--- src/rtl/srg_piso_n.sv ---
// srg_piso_n: load/shift controlled WIDTH-bit shift register, full-duplex PISO/SIPO with bit count and done pulse.
// Optional SRG_ROTATE_EN: adds rot input; when set at load the outgoing bit refills the vacated position.
module srg_piso_n #(
   parameter int WIDTH = 8,
   parameter int CNT_W = $clog2(WIDTH + 1)
) (
   input  logic             clk,
   input  logic             rst,
   input  logic [WIDTH-1:0] x,
   input  logic             ld_valid,
   output logic             ld_ready,
   input  logic             dir,
   input  logic             en,
   input  logic             sin,
`ifdef SRG_ROTATE_EN
   input  logic             rot,
`endif
   output logic             y,
   output logic [WIDTH-1:0] q,
   output logic             busy,
   output logic             done
);

   typedef enum logic {IDLE, SHIFT} state_t;

   localparam logic [CNT_W-1:0] LAST = CNT_W'(WIDTH - 1);

   state_t           state;
   logic [WIDTH-1:0] buffer;
   logic [WIDTH-1:0] buf_shl;
   logic [WIDTH-1:0] buf_shr;
   logic             dir_r;
   logic [CNT_W-1:0] count;
   logic             out_bit;
   logic             fill;
`ifdef SRG_ROTATE_EN
   logic             rot_r;
`endif

   // Shift by operator then patch the vacated bit, so WIDTH=1 needs no special slicing.
   always_comb begin
      out_bit = dir_r ? buffer[WIDTH-1] : buffer[0];
      fill    = sin;
`ifdef SRG_ROTATE_EN
      if (rot_r) fill = out_bit;
`endif
      buf_shl          = buffer << 1;
      buf_shl[0]       = fill;
      buf_shr          = buffer >> 1;
      buf_shr[WIDTH-1] = fill;
   end

   always_ff @(posedge clk or posedge rst) begin
      if (rst) begin
         state  <= IDLE;
         buffer <= '0;
         dir_r  <= 1'b0;
         count  <= '0;
         y      <= 1'b0;
         busy   <= 1'b0;
         done   <= 1'b0;
`ifdef SRG_ROTATE_EN
         rot_r  <= 1'b0;
`endif
      end else begin
         done <= 1'b0;
         case (state)
            IDLE: begin
               if (ld_valid) begin
                  buffer <= x;
                  dir_r  <= dir;
                  count  <= '0;
                  busy   <= 1'b1;
                  state  <= SHIFT;
`ifdef SRG_ROTATE_EN
                  rot_r  <= rot;
`endif
               end
            end
            SHIFT: begin
               if (en) begin
                  y      <= out_bit;
                  buffer <= dir_r ? buf_shl : buf_shr;
                  count  <= count + CNT_W'(1);
                  if (count == LAST) begin
                     state <= IDLE;
                     busy  <= 1'b0;
                     done  <= 1'b1;
                  end
               end
            end
            default: state <= IDLE;
         endcase
      end
   end

   assign q        = buffer;
   assign ld_ready = ~busy;

endmodule
--- config.mk ---
export PLATFORM = sky130hd
export DESIGN_NAME = srg_piso_n
export DESIGN_NICKNAME = d
export VERILOG_FILES = /design/src/rtl/srg_piso_n.sv
export SDC_FILE = /design/constraint.sdc
export NUM_CORES = 1
export LEC_CHECK = 0
export CORE_ASPECT_RATIO = 1.1
export CORE_UTILIZATION = 49
export DETAILED_ROUTE_END_ITERATION = 8
export PLACE_DENSITY = 0.8
export SLEW_MARGIN = 10
export SYNTH_ARGS = -nofsm -noshare
export SYNTH_HDL_FRONTEND = slang
export SYNTH_SLANG_ARGS = --single-unit
--- constraint.sdc ---
create_clock -name clk -period 3.98 [get_ports clk]
set_clock_uncertainty 0.2 [all_clocks]
set_input_delay 1.194 -clock clk [delete_from_list [all_inputs] [get_ports clk]]
set_output_delay 1.194 -clock clk [all_outputs]
set_load 0.1 [all_outputs]
# Word-level counts from Yosys, hierarchy flattened
# Index checks and enable logic that the tools add are counted.
# op_classes
n_addsub,1
multipliers,0
div_mod_pow,0
n_lt_le_gt_ge,0
n_eq_ne,4
n_shift,0
n_mux,19
bitwise_logic,2
n_reduce_logical,4
# ops
operator,count
$mux W8,3
$pmux W8 S2,1
$mux W1,10
$mux W4,2
$pmux W4 S2,1
$reduce_and A2 Y1,3
$add A4 B1 Y4 const B,1
$eq A4 B3 Y1 const B,1
$ne A2 B2 Y1 const B,2
$pmux W1 S2,2
$reduce_and A3 Y1,1
$ne A2 B1 Y1 const B,1
$not A1 Y1,2
# totals
reg_bits,17
latch_bits,0
mem_bits_rw,0
mem_bits_ro,0
input_bits,14
memories,0

# Logic depth before layout (Yosys ltp)
# depth
ltp_word,4
mapped_depth,5
depth_no_buf,4

# Worst setup path after synthesis
# OpenSTA, ideal clock, no wires.
# synth_timing
path_kind,flip-flop to output port
startpoint,register busy
endpoint,output port ld_ready
arrival_time_ps,1568
required_ps,2586
slack_ps,1018
path_stages_with_launch,2
n_path_buf,0
cell_sequence,dfrtp_1 inv_1
# synth_between
elab_chain_len,1
# synth_rtl
element,line_no,rtl
start: declaration,20,"output logic busy,"
start signal: assignment,60,busy <= 1'b0;
start signal: assignment,73,busy <= 1'b1;
start signal: assignment,87,busy <= 1'b0;
$not A1 Y1,98,assign ld_ready = ~busy;
end: declaration,11,"output logic ld_ready,"
# No other way between the ends.

# Worst setup path in the final report
# Same ends and word-level chain as after synthesis.

==> results.sh <==
export IMPL_clock_path_buffers=2
export IMPL_syn_num_nets=98
export IMPL_drive_gt1_frac=0.204
export IMPL_die_area_sq_um=1970
export IMPL_relSlewSlack=0.565
export IMPL_cp_max_fo=2
export IMPL_rows=15
export IMPL_routed_via_count=670
export IMPL_drtAntennaViolNets=0
export IMPL_cts_resized=0
export IMPL_gp_routability_congestion=0.764
export IMPL_nNetsFinal=124
export IMPL_setup_tns_ns=0
export IMPL_post_route_period_util=0.611
export IMPL_hold_viol=0
export IMPL_io_buffers=25
export IMPL_cts_tree="yes"
export IMPL_slew_violations=0
export IMPL_yosysUniqueCellTypes=25
export IMPL_syn_inst=83
export IMPL_fin_area_sq_um=1100
export IMPL_end_kind="primary output"
export IMPL_arrival_ns=1.04
export IMPL_antenna_found_initial=0
export IMPL_post_cts_setup_buffer_count=0
export IMPL_final_util=0.684
export IMPL_syn_area_sq_um=880
export IMPL_core_area_sq_um=1610
export IMPL_outcome="finished clean"
export IMPL_ys_async_sr_fraction=1.00
export IMPL_ios=26
export IMPL_ctsHoldBuffers=0
export IMPL_setup_viol=0
export IMPL_syn_to_final_growth_pct=25.6
export IMPL_period_needed_ns=2.43
export IMPL_rsz0062_at_grt="false"
export IMPL_num_antenna_cells=0
export IMPL_avgViaCountPerCell=5.36
export IMPL_grt_pass1_wl_um=2690
export IMPL_wl_um=1590
export IMPL_clk_pin_slew_ns=0.11
export IMPL_grt_pass1_vias=594
export IMPL_drc=0
export IMPL_clock_sinks=17
export IMPL_numCtsBuffers=3
export IMPL_max_freq_mhz=411
export IMPL_clock_tree_htree_level_count=1
export IMPL_hp_class="flip-flop to flip-flop"
export IMPL_drtPass1Iterations=2
export IMPL_cp_start_kind="flip-flop"
export IMPL_wl_per_cell_um=12.7
export IMPL_root_buffer="clkbuf_4"
export IMPL_max_cap_violations=0
export IMPL_dp_hpwl_um=1210
export IMPL_synth_ff_type="dfrtp_1"
export IMPL_synth_edff_count=0
export IMPL_synth_yosys_seq_area_share=0.484
export IMPL_gr_total_overflow=0
export IMPL_synth_seq_cells=17
export IMPL_grtUsageTotal=0.192
export IMPL_die_y_um=46.4
export IMPL_tightest_slew_ns=0.652
export IMPL_clkLatencyLatePin_ns=0.30
export IMPL_initial_core_util=0.545
export IMPL_syn_avg_cell_area_sq_um=10.6
export IMPL_drt_iter0_drc=2
export IMPL_grt_max_degree=18
export IMPL_die_w_um=42.4
export IMPL_yosys_warnings=0
export IMPL_required_ns=2.59
export IMPL_path_class="flip-flop to primary output"
export IMPL_place_area_sq_um=1080
stage by stage:
step	cells	worst slack [ns]	hold slack, ns
floorplan	83	1.02	0.264
global placement	121	1.38	0.265
detailed placement	121	1.36	0.274
CTS	125	1.53	0.299
global route	125	1.48	0.329
finish	125	1.55	0.289
routing by layer:
metal,vias up,wire length (um),track usage
met5,-,0,0
met4,0,28,0.113
met3,4,74,0.0627
met2,18,723,0.277
met1,305,761,0.252
li1,343,-,-
cells in the mapped netlist, types with 2 or more instances:
library cell | number | share of area
inv_1 | 2 | 0.0085
nor2_1 | 2 | 0.0085
mux2i_1 | 6 | 0.068
nand2_1 | 18 | 0.077
o21ai_0 | 8 | 0.046
nand3_1 | 6 | 0.034
mux2_2 | 3 | 0.038
dfrtp_1 | 17 | 0.48
o221a_1 | 5 | 0.064
area by class of cell:
| class | count | area (sq um) |
|---|---|---|
| Tap cell | 17 | 21.3 |
| Multi-Input combinational cell | 60 | 403 |
| Clock buffer | 3 | 22.5 |
| Fill cell | 152 | 509 |
| Sequential cell | 17 | 425 |
| Timing Repair Buffer | 25 | 220 |
| Clock inverter | 1 | 5.00 |
| Inverter | 2 | 7.51 |
path summary, 6_finish.rpt:
| kind | startpoint | end | slack [ns] | depth (start not counted) |
|---|---|---|---|---|
| setup / recovery | busy | ld_ready | 1.55 | 2 |
| hold / removal | y | y | 0.29 | 2 |
| setup reg to reg | dir_r | q[7] | 2.54 | 3 |
| hold reg to reg | y | y | 0.29 | 2 |
| max in group asynchronous | rst | dir_r | 2.08 | 2 |
| min in group asynchronous | rst | done | 1.07 | 2 |
cell families after synthesis:
group           synth area share
simple gates               0.201
mux                        0.107
compound gates             0.127
buf+inv                   0.0583
flops                      0.484
xor+xnor                 0.00996
fa+ha+maj                 0.0142
flip-flops by register name, summed over array words and instances, names as in the netlist:
register / cells
y: 1
busy: 1
q: 8
state: 1
done: 1
dir_r: 1
count: 4
critical path, cell delays in order (launching register included):
cell,delay (ns)
dfrtp_1,0.39
inv_1,0.07
buf_4,0.28
cell usage in the layout (no fill, tap or decap), drive strengths merged, types with 3 or more instances in the layout:
| cell | Yosys | routed |
|---|---|---|
| nand3 | 6 | 6 |
| mux2i | 6 | 6 |
| nand2 | 19 | 19 |
| o21ai | 8 | 8 |
| o221a | 5 | 5 |
| dfrtp | 17 | 17 |
| clkdlybuf4s50 | 0 | 13 |
| clkbuf | 0 | 3 |
| buf | 4 | 12 |
| mux2 | 3 | 3 |
Power is left out: the tool's default activity adds up to more than one toggle a clock period on the data nets, which glitch-free logic cannot reach.
